--- config.mk ---
export PLATFORM = sky130hd
export DESIGN_NAME = parking_occupancy_tracker
export DESIGN_NICKNAME = d
export VERILOG_FILES = /design/src/rtl/parking_pkg.sv /design/src/rtl/slot_debouncer.sv /design/src/rtl/parking_occupancy_tracker.sv
export SDC_FILE = /design/constraint.sdc
export NUM_CORES = 1
export LEC_CHECK = 0
export CORE_ASPECT_RATIO = 1.25
export CORE_UTILIZATION = 40
export DETAILED_ROUTE_END_ITERATION = 12
export PLACE_DENSITY = 0.69
export SYNTH_ARGS = -nofsm -noshare
export SYNTH_HDL_FRONTEND = slang
export SYNTH_SLANG_ARGS = --single-unit
--- constraint.sdc ---
create_clock -name clk -period 4.5 [get_ports clk]
set_input_delay 0.9 -clock clk [delete_from_list [all_inputs] [get_ports clk]]
set_output_delay 0.9 -clock clk [all_outputs]
set_load 0.03 [all_outputs]
--- src/rtl/parking_pkg.sv ---
// Shared width helpers and reset values for parking_occupancy_tracker and its slot debouncers.
package parking_pkg;

    function automatic int slot_idx_w(input int n);
        return ($clog2(n) < 1) ? 1 : $clog2(n);
    endfunction

    function automatic int count_w(input int n);
        return $clog2(n + 1);
    endfunction

    localparam logic SYNC_RST   = 1'b0;
    localparam logic PARKED_RST = 1'b0;
    localparam logic PULSE_RST  = 1'b0;

endpackage

--- src/rtl/slot_debouncer.sv ---
// One slot: 2-FF synchroniser followed by a counter that accepts a new level only after
// it has differed from the held occupancy for DEBOUNCE_CYCLES consecutive cycles.
module slot_debouncer
    import parking_pkg::*;
#(
    parameter int DEBOUNCE_CYCLES = 4
) (
    input  logic clk,
    input  logic rst_n,
    input  logic sensor_raw,
    output logic parked_o,
    output logic parked_nxt_o
);

    localparam int DW = (DEBOUNCE_CYCLES > 1) ? $clog2(DEBOUNCE_CYCLES) : 1;

    logic          sync1_q, sync2_q;
    logic          parked_q, parked_d;
    logic [DW-1:0] cnt_q, cnt_d;

    always_comb begin
        cnt_d    = cnt_q;
        parked_d = parked_q;
        if (sync2_q == parked_q) begin
            cnt_d = '0;
        end else if (cnt_q == DW'(DEBOUNCE_CYCLES - 1)) begin
            parked_d = sync2_q;
            cnt_d    = '0;
        end else begin
            cnt_d = cnt_q + DW'(1);
        end
    end

    always_ff @(posedge clk or negedge rst_n) begin
        if (!rst_n) begin
            sync1_q  <= SYNC_RST;
            sync2_q  <= SYNC_RST;
            cnt_q    <= '0;
            parked_q <= PARKED_RST;
        end else begin
            sync1_q  <= sensor_raw;
            sync2_q  <= sync1_q;
            cnt_q    <= cnt_d;
            parked_q <= parked_d;
        end
    end

    assign parked_o     = parked_q;
    assign parked_nxt_o = parked_d;

endmodule

--- src/rtl/parking_occupancy_tracker.sv ---
// Debounced parking occupancy with free-slot count, lowest free slot and arrive/depart events.
// Optional slot reservation is enabled by defining PARKING_RESERVATION_EN.
module parking_occupancy_tracker
    import parking_pkg::*;
#(
    parameter int NUM_SLOTS       = 8,
    parameter int DEBOUNCE_CYCLES = 4,
    parameter int ARRIVE_CNT_W    = 16,
    localparam int CW = count_w(NUM_SLOTS),
    localparam int IW = slot_idx_w(NUM_SLOTS)
) (
    input  logic                    clk,
    input  logic                    rst_n,
    input  logic [NUM_SLOTS-1:0]    sensor,
    output logic [NUM_SLOTS-1:0]    parked,
    output logic [CW-1:0]           empty_count,
    output logic                    full,
    output logic                    all_empty,
    output logic [IW-1:0]           first_free,
    output logic                    free_valid,
    output logic                    arrive,
    output logic                    depart,
    output logic [ARRIVE_CNT_W-1:0] arrive_total
`ifdef PARKING_RESERVATION_EN
    ,
    input  logic                    res_req,
    output logic                    res_gnt,
    output logic                    res_nack,
    output logic [IW-1:0]           res_slot,
    input  logic                    res_cancel,
    input  logic [IW-1:0]           res_cancel_slot
`endif
);

    logic [NUM_SLOTS-1:0]    parked_q, parked_d, rise, fall, reserved, used;
    logic [CW-1:0]           rise_cnt, occ_cnt;
    logic                    arrive_q, arrive_d, depart_q, depart_d;
    logic [ARRIVE_CNT_W-1:0] total_q, total_d;

    for (genvar g = 0; g < NUM_SLOTS; g++) begin : g_slot
        slot_debouncer #(.DEBOUNCE_CYCLES(DEBOUNCE_CYCLES)) u_deb (
            .clk          (clk),
            .rst_n        (rst_n),
            .sensor_raw   (sensor[g]),
            .parked_o     (parked_q[g]),
            .parked_nxt_o (parked_d[g])
        );
    end

    assign rise = parked_d & ~parked_q;
    assign fall = parked_q & ~parked_d;

    always_comb begin
        rise_cnt = '0;
        for (int i = 0; i < NUM_SLOTS; i++) rise_cnt = rise_cnt + CW'(rise[i]);
        arrive_d = |rise;
        depart_d = |fall;
        total_d  = total_q + ARRIVE_CNT_W'(rise_cnt);
    end

    always_ff @(posedge clk or negedge rst_n) begin
        if (!rst_n) begin
            arrive_q <= PULSE_RST;
            depart_q <= PULSE_RST;
            total_q  <= '0;
        end else begin
            arrive_q <= arrive_d;
            depart_q <= depart_d;
            total_q  <= total_d;
        end
    end

`ifdef PARKING_RESERVATION_EN
    // res_req is sampled every edge with no back-pressure; each sampled request yields exactly
    // one single-cycle res_gnt (with res_slot) or res_nack on the following cycle.
    logic [NUM_SLOTS-1:0] reserved_q, reserved_d;
    logic                 gnt_q, gnt_d, nack_q, nack_d, pick_ok;
    logic [IW-1:0]        slot_q, slot_d, pick;

    always_comb begin
        pick    = '0;
        pick_ok = 1'b0;
        for (int i = NUM_SLOTS - 1; i >= 0; i--) begin
            if (!parked_d[i] && !reserved_q[i]) begin
                pick    = IW'(i);
                pick_ok = 1'b1;
            end
        end
        reserved_d = reserved_q & ~rise;
        if (res_cancel && (int'(res_cancel_slot) < NUM_SLOTS)) reserved_d[res_cancel_slot] = 1'b0;
        gnt_d  = res_req && pick_ok;
        nack_d = res_req && !pick_ok;
        slot_d = slot_q;
        // Grant is applied last so it overrides a same-edge cancel of the same slot.
        if (gnt_d) begin
            reserved_d[pick] = 1'b1;
            slot_d           = pick;
        end
    end

    always_ff @(posedge clk or negedge rst_n) begin
        if (!rst_n) begin
            reserved_q <= '0;
            gnt_q      <= PULSE_RST;
            nack_q     <= PULSE_RST;
            slot_q     <= '0;
        end else begin
            reserved_q <= reserved_d;
            gnt_q      <= gnt_d;
            nack_q     <= nack_d;
            slot_q     <= slot_d;
        end
    end

    assign reserved = reserved_q;
    assign res_gnt  = gnt_q;
    assign res_nack = nack_q;
    assign res_slot = slot_q;
`else
    assign reserved = '0;
`endif

    always_comb begin
        used       = parked_q | reserved;
        occ_cnt    = '0;
        first_free = '0;
        for (int i = 0; i < NUM_SLOTS; i++) occ_cnt = occ_cnt + CW'(used[i]);
        for (int i = NUM_SLOTS - 1; i >= 0; i--) begin
            if (!used[i]) first_free = IW'(i);
        end
        empty_count = CW'(NUM_SLOTS) - occ_cnt;
        full        = (empty_count == '0);
        free_valid  = !full;
        all_empty   = (parked_q == '0);
    end

    assign parked       = parked_q;
    assign arrive       = arrive_q;
    assign depart       = depart_q;
    assign arrive_total = total_q;

endmodule

==> metrics, run 1 <==
via count of the first global-routing pass=1847; post-route clock period utilization=96.04%; max-cap violations=0; share of synthesized registers carrying an async set or reset=100.0%; Post-CTS Setup Inserts=0; worst clock skew=8.846 ps; prevailing post-synth register cell=sky130_fd_sc_hd__dfrtp_1; FF-to-FF Start=g_slot[0].u_deb.cnt_q[0]$_DFF_PN0_; initial antenna violation count=0; area of the mapped netlist=2774 µm²; clock period minus worst slack=4322 ps; final total negative setup slack=0 ps; number of detailed-route iterations in the first pass=4; crit path kind=flop to output pin; TritonCTS buffer count=9; number of cells on the worst reg-to-reg path=15; Lkg Pwr=0.001658 µW; register clock-pin slew on the reported worst setup and hold paths=70 ps; number of enable-type register cells in the synthesized netlist=0; path category of the worst min-delay check=flop to flop; share of power burned in combinational logic=54.8%; DIE HEIGHT=95.11 µm; post-synthesis area per instance=12.01 µm²; switching power=1209 µW; via count=1797; starting density of the core=41.73%; wire length of the first global-routing pass=8521 µm; H-tree levels=3; drt drc=0; DRT antenna net count=0; die boundary width=76.49 µm; number of sinks on the clock net=58; Tot GR Track Use=15.40%; largest fanout on the critical path=6; IO Count=46; TritonCTS clock tree=done; power share of the sequential group=28.8%; switching part of the total=44.61%; share of layout cells above drive strength 1=9.859%; Final setup violation count=0; Max-Slew Margin vs Limit=51.54%; CP Capture Point=empty_count[3]; clock root buffer=sky130_fd_sc_hd__clkbuf_8; diode count=0; final global-route overflow total=0; maximum clock path buffer count=2; Crit path required time=3600 ps; Critical Path Slowest Stage Cell=sky130_fd_sc_hd__clkdlybuf4s50_1; number of nets in the finished design=318; Total Wirelength=4833 µm; Buffers on Ports=45; PwrDens=782.5 nW/µm²; area of the die=7274 µm²; number of max-slew violations in the final report=0; Clock Latency Late Sink=330 ps; post-synthesis net count=270; layout overhead on the synthesized area=24.90%; number of placement rows=33; endpoint of the worst-slack reg-to-reg timing path=arrive_total[10]$_DFF_PN0_; delay of the slowest cell on the worst path=590 ps; Final Util=52.12%; maximum vdd drop=0.9984 mV; CP Cell Sequence=inv_1 -> fa_1 -> ha_1 -> inv_1 -> fa_1 -> inv_1 -> fa_1 -> ha_1 -> clkdlybuf4s50_1; critical path startpoint=g_slot[3].u_deb.parked_o$_DFF_PN0_; routed wire length per instance=13.03 µm; cell-internal power=1502 µW; synthesized netlist cell count=231; cell count of the worst hold path=0; number of buffers inserted by hold repair at cts=0; HPWL Detailed=3554 µm; clock share of power=16.3%; Syn. warnings=0; Hold Vio Cnt, Final=0; final weighted congestion in routability-driven placement=0.7457; Detailed Route Iter0 Violations=112; number of distinct standard cells referenced by the synthesized netlist=32; RSZ-0062 raised after global routing=false; Worst-Margin Slew=726.9 ps; pin count of the biggest net entering global routing=59; Max Fclk=0.2314 GHz; critical path startpoint category=flop; endpoint type of the worst setup path=output pin; Reg2Reg Setup Slack=340 ps; status=complete, no violations; Data arrival, critical path=3420 ps; register area share after synthesis=52.32%; post-synthesis register bit count=58; via count normalized by instance count=4.844; core region area=6648 µm²
[cells in the mapped netlist (2+ instances only)]
library cell	n	area share, %
sky130_fd_sc_hd__nor2b_1	9	2.0
sky130_fd_sc_hd__a31oi_1	2	0.45
sky130_fd_sc_hd__xor2_1	11	3.5
sky130_fd_sc_hd__nor3_1	12	2.2
sky130_fd_sc_hd__dfrtp_1	58	52
sky130_fd_sc_hd__a21oi_1	4	0.72
sky130_fd_sc_hd__buf_4	8	2.2
sky130_fd_sc_hd__o21ai_0	11	2.0
sky130_fd_sc_hd__nor3b_1	3	0.81
sky130_fd_sc_hd__nor4_1	3	0.68
sky130_fd_sc_hd__xnor2_1	10	3.2
sky130_fd_sc_hd__inv_1	19	2.6
sky130_fd_sc_hd__clkbuf_1	2	0.27
sky130_fd_sc_hd__fa_1	9	6.5
sky130_fd_sc_hd__nand3_1	4	0.72
sky130_fd_sc_hd__nand2b_1	2	0.45
sky130_fd_sc_hd__ha_1	20	9.0
sky130_fd_sc_hd__nand2_1	15	2.0
sky130_fd_sc_hd__nor2_1	10	1.4
sky130_fd_sc_hd__nand3b_1	4	1.1
sky130_fd_sc_hd__a21o_1	2	0.54
sky130_fd_sc_hd__nand4_1	3	0.68
[logic make-up after synthesis]
group | Yosys count | synth area share (%)
buf+inv | 29 | 5.007
fa+ha+maj | 29 | 15.52
flops | 58 | 52.32
simple gates | 70 | 15.02
compound gates | 24 | 5.503
xor+xnor | 21 | 6.630
[metrics by stage]
step	setup WS [ps]	area [µm²]	std cells	hold slack, ps	power, µW
2_1_floorplan	355.6	2774	231	331.2	1851
3_3_place_gp	294.8	3276	355	332.3	2289
3_5_place_dp	234.9	3276	355	335.5	2343
4_1_cts	59.16	3462	371	348.9	2758
5_1_grt	25.30	3465	371	354.5	2925
6_report	178.3	3465	371	345.8	2711
[placed cells by master (no fill, tap or decap), types with 11 or more instances in the layout]
cell type,synthesis,final
sky130_fd_sc_hd__clkbuf_8,0,12
sky130_fd_sc_hd__clkdlybuf4s50_1,0,41
sky130_fd_sc_hd__dfrtp_1,58,56
sky130_fd_sc_hd__ha_1,20,20
sky130_fd_sc_hd__inv_1,19,19
sky130_fd_sc_hd__nand2_1,15,15
sky130_fd_sc_hd__nor3_1,12,12
sky130_fd_sc_hd__o21ai_0,11,11
sky130_fd_sc_hd__xor2_1,11,11
[registers in the layout (all words and copies together), names as in the netlist]
name and count:
arrive_total 16, depart 1, g_slot.u_deb.sync2_q 8, g_slot.u_deb.sync1_q 8, g_slot.u_deb.cnt_q 16, g_slot.u_deb.parked_o 8, arrive 1
[critical path, delay by kind of cell (launching register included)]
kind       cells  cell delay, ps
buf+inv        4             840
flops          1             460
fa+ha+maj      5            1780
[power groups by stage]
| stage | clock network [µW] | logic, µW | registers [µW] |
|---|---|---|---|
| floorplan | 0 | 1050 | 802 |
| global placement | 0 | 1500 | 784 |
| detailed placement | 0 | 1550 | 790 |
| CTS | 458 | 1520 | 782 |
| global route | 485 | 1640 | 805 |
| finish | 443 | 1490 | 781 |
[layout make-up]
| type | instances | area, µm² |
|---|---|---|
| Clock inverter | 4 | 25.02 |
| Clock buffer | 12 | 165.2 |
| Inverter | 19 | 71.32 |
| Fill cell | 600 | 3183 |
| Sequential cell | 58 | 1454 |
| Tap cell | 87 | 108.9 |
| Timing Repair Buffer | 47 | 456.7 |
| Multi-Input combinational cell | 144 | 1184 |
[what timing repair did]
action                                  CTS  global route
endpoints found under the setup margin    3             2
pin swaps                                 0             0
gates resized for setup                   3             2
[per-layer routing]
metal | GRT usage, % | vias up | part of all wire (%)
met5 | 0 | - | 0
met4 | 10.74 | 0 | 3.9
met3 | 4.689 | 16 | 5.6
met2 | 24.70 | 53 | 46
met1 | 17.82 | 863 | 45
li1 | - | 865 | -
[worst min-delay path by stage]
stage                                            from                                end  slack (ps)
floorplan           g_slot[0].u_deb.sync1_q$_DFF_PN0_  g_slot[0].u_deb.sync2_q$_DFF_PN0_         330
global placement    g_slot[7].u_deb.sync1_q$_DFF_PN0_  g_slot[7].u_deb.sync2_q$_DFF_PN0_         330
global route        g_slot[6].u_deb.sync1_q$_DFF_PN0_  g_slot[6].u_deb.sync2_q$_DFF_PN0_         350
finish              g_slot[5].u_deb.sync1_q$_DFF_PN0_  g_slot[5].u_deb.sync2_q$_DFF_PN0_         350
CTS                 g_slot[5].u_deb.sync1_q$_DFF_PN0_  g_slot[5].u_deb.sync2_q$_DFF_PN0_         350
detailed placement  g_slot[3].u_deb.sync1_q$_DFF_PN0_  g_slot[3].u_deb.sync2_q$_DFF_PN0_         340
No activity file was read; power rests on OpenSTA's default activity.
==> run 2: changes to the inputs <==
--- a/config.mk
+++ b/config.mk
@@ -8,6 +8,7 @@
 export CORE_ASPECT_RATIO = 1.25
 export CORE_UTILIZATION = 40
 export DETAILED_ROUTE_END_ITERATION = 12
+export MAX_ROUTING_LAYER = met4
 export PLACE_DENSITY = 0.69
 export SYNTH_ARGS = -nofsm -noshare
 export SYNTH_HDL_FRONTEND = slang
==> metrics, run 2 (same netlist as run 1, synthesis figures left out) <==
HPWL Detailed=3554 µm (unchanged); worst clock skew=9.121 ps (+0.2754 ps); top library cells by usage in the layout, fill and taps aside=sky130_fd_sc_hd__dfrtp_1 (56), sky130_fd_sc_hd__clkdlybuf4s50_1 (41), sky130_fd_sc_hd__ha_1 (20); Total Wirelength=4798 µm (-0.72%); Detailed Route Iter0 Violations=88 (-21%); Final setup violation count=0 (unchanged); Hold Vio Cnt, Final=0 (unchanged); initial antenna violation count=0 (unchanged); post-route clock period utilization=96.03% (about the same); Clock Latency Late Sink=330 ps (about the same); number of placement rows=33 (unchanged); path category of the worst min-delay check=flop to flop; final weighted congestion in routability-driven placement=0.7552 (+1.3%); Lkg Pwr=0.001658 µW (unchanged); starting density of the core=41.73% (unchanged); final total negative setup slack=0 ps (unchanged); layout overhead on the synthesized area=24.90% (unchanged); number of detailed-route iterations in the first pass=4 (unchanged); die boundary width=76.49 µm (unchanged); Crit path required time=3600 ps (about the same); register clock-pin slew on the reported worst setup and hold paths=70 ps (about the same); number of cells on the worst reg-to-reg path=15 (unchanged); critical path startpoint category=flop; pin count of the biggest net entering global routing=59 (unchanged); via count of the first global-routing pass=1853 (+0.32%); diode count=0 (unchanged); H-tree levels=3 (unchanged); core region area=6648 µm² (unchanged); Max Fclk=0.2314 GHz (about the same); final global-route overflow total=0 (unchanged); commonest non-fill, non-tap cell in the layout=sky130_fd_sc_hd__dfrtp_1; drt drc=0 (unchanged); PwrDens=782.2 nW/µm² (about the same); worst hold slack=346.1 ps (+0.2310 ps); wire length of the first global-routing pass=8514 µm (about the same); maximum clock path buffer count=2 (unchanged); crit path kind=flop to output pin; max-cap violations=0 (unchanged); share of layout cells above drive strength 1=9.859% (unchanged); Worst-Margin Slew=709.6 ps (-17.25 ps); RSZ-0062 raised after global routing=false; number of sinks on the clock net=58 (unchanged); status=complete, no violations; TritonCTS clock tree=done; routed wire length per instance=12.93 µm (-0.72%); clock period minus worst slack=4321 ps (-0.3250 ps); DRT antenna net count=0 (unchanged); via count=1796 (-0.056%); cell count of the worst hold path=0 (unchanged); Post-CTS Setup Inserts=0 (unchanged); TritonCTS buffer count=9 (unchanged); layout filler cell count=600 (unchanged); Data arrival, critical path=3420 ps (about the same); area of the die=7274 µm² (unchanged); clock root buffer=sky130_fd_sc_hd__clkbuf_8; final setup margin=178.6 ps (+0.3250 ps); setup slack after placement=234.9 ps (unchanged); maximum vdd drop=0.9981 mV (about the same); overall power=2710 µW (about the same); Tot GR Track Use=15.78% (+0.38 points); DIE HEIGHT=95.11 µm (unchanged); largest fanout on the critical path=6 (unchanged); via count normalized by instance count=4.841 (about the same); endpoint type of the worst setup path=output pin; number of instances in the placed design=355 (unchanged); Max-Slew Margin vs Limit=52.69% (+1.1 points); number of max-slew violations in the final report=0 (unchanged); Buffers on Ports=45 (unchanged); number of nets in the finished design=318 (unchanged); filler-free cell count of the finished design=371 (unchanged); IO Count=46 (unchanged)
==> run 2: worst paths after layout <==
kind,slack (ps),start,to
hold reg to reg,350,g_slot[5].u_deb.sync1_q$_DFF_PN0_,g_slot[5].u_deb.sync2_q$_DFF_PN0_
setup / recovery,180,g_slot[3].u_deb.parked_o$_DFF_PN0_,empty_count[3]
setup reg to reg,330,g_slot[0].u_deb.cnt_q[0]$_DFF_PN0_,arrive_total[10]$_DFF_PN0_
max in group asynchronous,3280,rst_n,g_slot[1].u_deb.parked_o$_DFF_PN0_
hold / removal,350,g_slot[5].u_deb.sync1_q$_DFF_PN0_,g_slot[5].u_deb.sync2_q$_DFF_PN0_
min in group asynchronous,710,rst_n,g_slot[5].u_deb.cnt_q[1]$_DFF_PN0_
==> run 2: what timing repair did <==
| action | CTS | global route |
|---|---|---|
| resized for setup | 3 | 2 |
| endpoints found under the setup margin | 3 | 1 |
| endpoints found under the hold margin | 0 | 0 |
| hold buffers | 0 | 0 |
==> run 2: per-stage QoR <==
stage                     util (%)  instance area, µm²
after floorplan                  -                2774
final                        52.12                3465
after global placement       49.28                3276
after CTS                    52.08                3462
after global routing         52.12                3465
after detailed placement     49.28                3276
==> run 2: worst max-delay path: stages (launching register included) <==
cell and delay, ps:
sky130_fd_sc_hd__dfrtp_1 460, sky130_fd_sc_hd__inv_1 150, sky130_fd_sc_hd__fa_1 510, sky130_fd_sc_hd__ha_1 140
sky130_fd_sc_hd__inv_1 50, sky130_fd_sc_hd__fa_1 500, sky130_fd_sc_hd__inv_1 50, sky130_fd_sc_hd__fa_1 440
sky130_fd_sc_hd__ha_1 190, sky130_fd_sc_hd__clkdlybuf4s50_1 590
==> run 2: power by group <==
group | switching, µW | internal (µW)
clock network | 199 | 243
registers | 131 | 651
logic | 879 | 608
total | 1210 | 1500
==> run 2: layout make-up <==
class                      count  area (µm²)  area share (%)
clock inverter                 4       25.02          0.7223
inverter                      19       71.32           2.059
sequential                    58        1454           41.96
timing repair buffer          47       456.7           13.18
multi-input combinational    144        1184           34.16
clock buffer                  12       165.2           4.767
tap                           87       108.9           3.142
==> run 2: metal layers <==
layer / routed length [µm] / vias up / GRT usage (%)
met5: 0 / - / -
met4: 197 / 0 / 10.74
met3: 243 / 18 / 4.211
met2: 2213 / 50 / 24.85
met1: 2143 / 861 / 17.76
li1: - / 867 / -
==> run 3: changes to the inputs <==
==> constraint.sdc (replaced) <==
create_clock -name clk -period 4.5 [get_ports clk]
set_input_delay 0.9 -clock clk [delete_from_list [all_inputs] [get_ports clk]]
set_output_delay 0.9 -clock clk [all_outputs]
set_load 0.005 [all_outputs]
==> metrics, run 3 (same netlist as run 1, synthesis figures left out) <==
Max Fclk=0.2355 GHz (+1.8%); Hold Vio Cnt, Final=0 (unchanged); via count normalized by instance count=4.793 (-1.0%); Max-Slew Margin vs Limit=52.14% (-0.56 points); switching part of the total=33.19% (-11 points); via count of the first global-routing pass=1793 (-3.2%); register clock-pin slew on the reported worst setup and hold paths=60 ps (about the same); Worst-Margin Slew=718.0 ps (+8.360 ps); largest fanout on the critical path=6 (unchanged); post-route clock period utilization=94.37% (-1.7 points); starting density of the core=41.73% (unchanged); Lkg Pwr=0.001685 µW (+1.7%); commonest non-fill, non-tap cell in the layout=sky130_fd_sc_hd__dfrtp_1; diode count=0 (unchanged); clock root buffer=sky130_fd_sc_hd__clkbuf_8; Final Util=52.80% (+0.68 points); Data arrival, critical path=3350 ps (-70 ps); Crit path required time=3600 ps (about the same); core region area=6648 µm² (unchanged); IO Count=46 (unchanged); number of sinks on the clock net=58 (unchanged); top library cells by usage in the layout, fill and taps aside=sky130_fd_sc_hd__dfrtp_1 (55), sky130_fd_sc_hd__clkdlybuf4s50_1 (44), sky130_fd_sc_hd__ha_1 (20); maximum vdd drop=0.6644 mV (-33%); status=complete, no violations; Final setup violation count=0 (unchanged); max-cap violations=0 (unchanged); RSZ-0062 raised after global routing=false; DRT antenna net count=0 (unchanged); number of nets in the finished design=324 (+1.9%); drt drc=0 (unchanged); H-tree levels=3 (unchanged); layout overhead on the synthesized area=26.52%; area of the die=7274 µm² (unchanged); pin count of the biggest net entering global routing=59 (unchanged); switching power=788.5 µW (-35%); Buffers on Ports=45 (unchanged); TritonCTS clock tree=done; final total negative setup slack=0 ps (unchanged); final weighted congestion in routability-driven placement=0.7959 (+5.4%); PwrDens=676.9 nW/µm² (-13%); critical path startpoint category=flop; number of max-slew violations in the final report=0 (unchanged); Clock Latency Late Sink=330 ps (about the same); clock period minus worst slack=4247 ps (-74.91 ps); Tot GR Track Use=16.13% (+0.34 points); share of layout cells above drive strength 1=11.07% (+1.2 points); worst hold slack=339.2 ps (-6.883 ps); share of power burned in combinational logic=48.2% (-6.7 points); Detailed Route Iter0 Violations=121 (+38%); number of detailed-route iterations in the first pass=4 (unchanged); routed wire length per instance=13.14 µm (+1.6%); via count=1802 (+0.33%); TritonCTS buffer count=9 (unchanged); initial antenna violation count=0 (unchanged); crit path kind=flop to output pin; setup slack after placement=340.5 ps (+105.7 ps); worst clock skew=7.594 ps (-1.527 ps); final setup margin=253.5 ps (+74.91 ps); Total Wirelength=4940 µm (+3.0%); HPWL Detailed=3536 µm (-0.52%); final global-route overflow total=0 (unchanged); wire length of the first global-routing pass=8569 µm (+0.65%); number of buffers inserted by hold repair at cts=0 (unchanged); maximum clock path buffer count=2 (unchanged); Reg2Reg Setup Slack=340 ps (about the same); path category of the worst min-delay check=flop to flop; die boundary width=76.49 µm (unchanged); number of placement rows=33 (unchanged); power share of the sequential group=32.7% (+3.9 points); DIE HEIGHT=95.11 µm (unchanged); cell-internal power=1587 µW (+5.7%); endpoint type of the worst setup path=output pin; clock share of power=19.1% (+2.8 points)
==> run 3: cell types whose count changed in the layout (fill, tap and decap cells not counted), moves of 2 or more <==
cell,before,now
sky130_fd_sc_hd__buf_4,2,8
sky130_fd_sc_hd__dlygate4sd2_1,3,0
sky130_fd_sc_hd__clkbuf_1,0,2
sky130_fd_sc_hd__clkdlybuf4s50_1,41,44
sky130_fd_sc_hd__clkinvlp_4,2,0
sky130_fd_sc_hd__clkbuf_8,12,10
==> run 3: worst max-delay path, cell delays in order, from the launching register on <==
cell	delay, ps
sky130_fd_sc_hd__dfrtp_2	420
sky130_fd_sc_hd__inv_1	120
sky130_fd_sc_hd__fa_1	510
sky130_fd_sc_hd__ha_1	140
sky130_fd_sc_hd__inv_1	50
sky130_fd_sc_hd__fa_1	500
sky130_fd_sc_hd__inv_1	50
sky130_fd_sc_hd__fa_1	440
sky130_fd_sc_hd__inv_1	70
sky130_fd_sc_hd__ha_1	130
sky130_fd_sc_hd__nand2_1	60
sky130_fd_sc_hd__inv_1	50
sky130_fd_sc_hd__clkdlybuf4s50_1	480
==> run 3: power groups by stage <==
stage	Combinational (µW)	Sequential, µW	Clock (µW)
2_1_floorplan	640	747	0
3_3_place_gp	1090	782	0
3_5_place_dp	1120	790	0
4_1_cts	1130	781	468
5_1_grt	1310	795	497
6_report	1140	777	455
==> run 3: final timing paths <==
check	startpoint	end	cells past startpoint
setup reg to reg	g_slot[0].u_deb.cnt_q[0]$_DFF_PN0_	arrive_total[6]$_DFF_PN0_	15
max in group asynchronous	rst_n	g_slot[1].u_deb.parked_o$_DFF_PN0_	2
min in group asynchronous	rst_n	g_slot[5].u_deb.sync2_q$_DFF_PN0_	2
hold / removal	g_slot[5].u_deb.sync1_q$_DFF_PN0_	g_slot[5].u_deb.sync2_q$_DFF_PN0_	0
hold reg to reg	g_slot[5].u_deb.sync1_q$_DFF_PN0_	g_slot[5].u_deb.sync2_q$_DFF_PN0_	0
setup / recovery	g_slot[3].u_deb.parked_o$_DFF_PN0_	full	12
==> run 3: area by class of cell <==
type | instances | area [µm²]
Multi-Input combinational cell | 144 | 1184
Clock inverter | 3 | 40.04
Clock buffer | 12 | 145.1
Inverter | 19 | 71.32
Sequential cell | 58 | 1455
Timing Repair Buffer | 53 | 505.5
Tap cell | 87 | 108.9
Fill cell | 592 | 3138
==> run 3: through the flow <==
stage | instances | power, µW | area [µm²]
final | 376 | 2376 | 3510
after global routing | 376 | 2606 | 3510
after global placement | 355 | 1868 | 3276
after detailed placement | 355 | 1912 | 3276
after CTS | 370 | 2378 | 3461
after floorplan | 231 | 1387 | 2774
==> run 3: what timing repair did <==
item	in CTS	in global routing
buffers inserted	0	6
endpoints found under the setup margin	0	3
gates resized for setup	0	3
==> run 3: layer usage <==
layer,track usage (%),up-vias,routed length [µm]
met5,-,-,0
met2,24.25,47,2329
met4,11.38,0,135
li1,-,872,-
met3,3.445,12,229
met1,19.48,871,2245
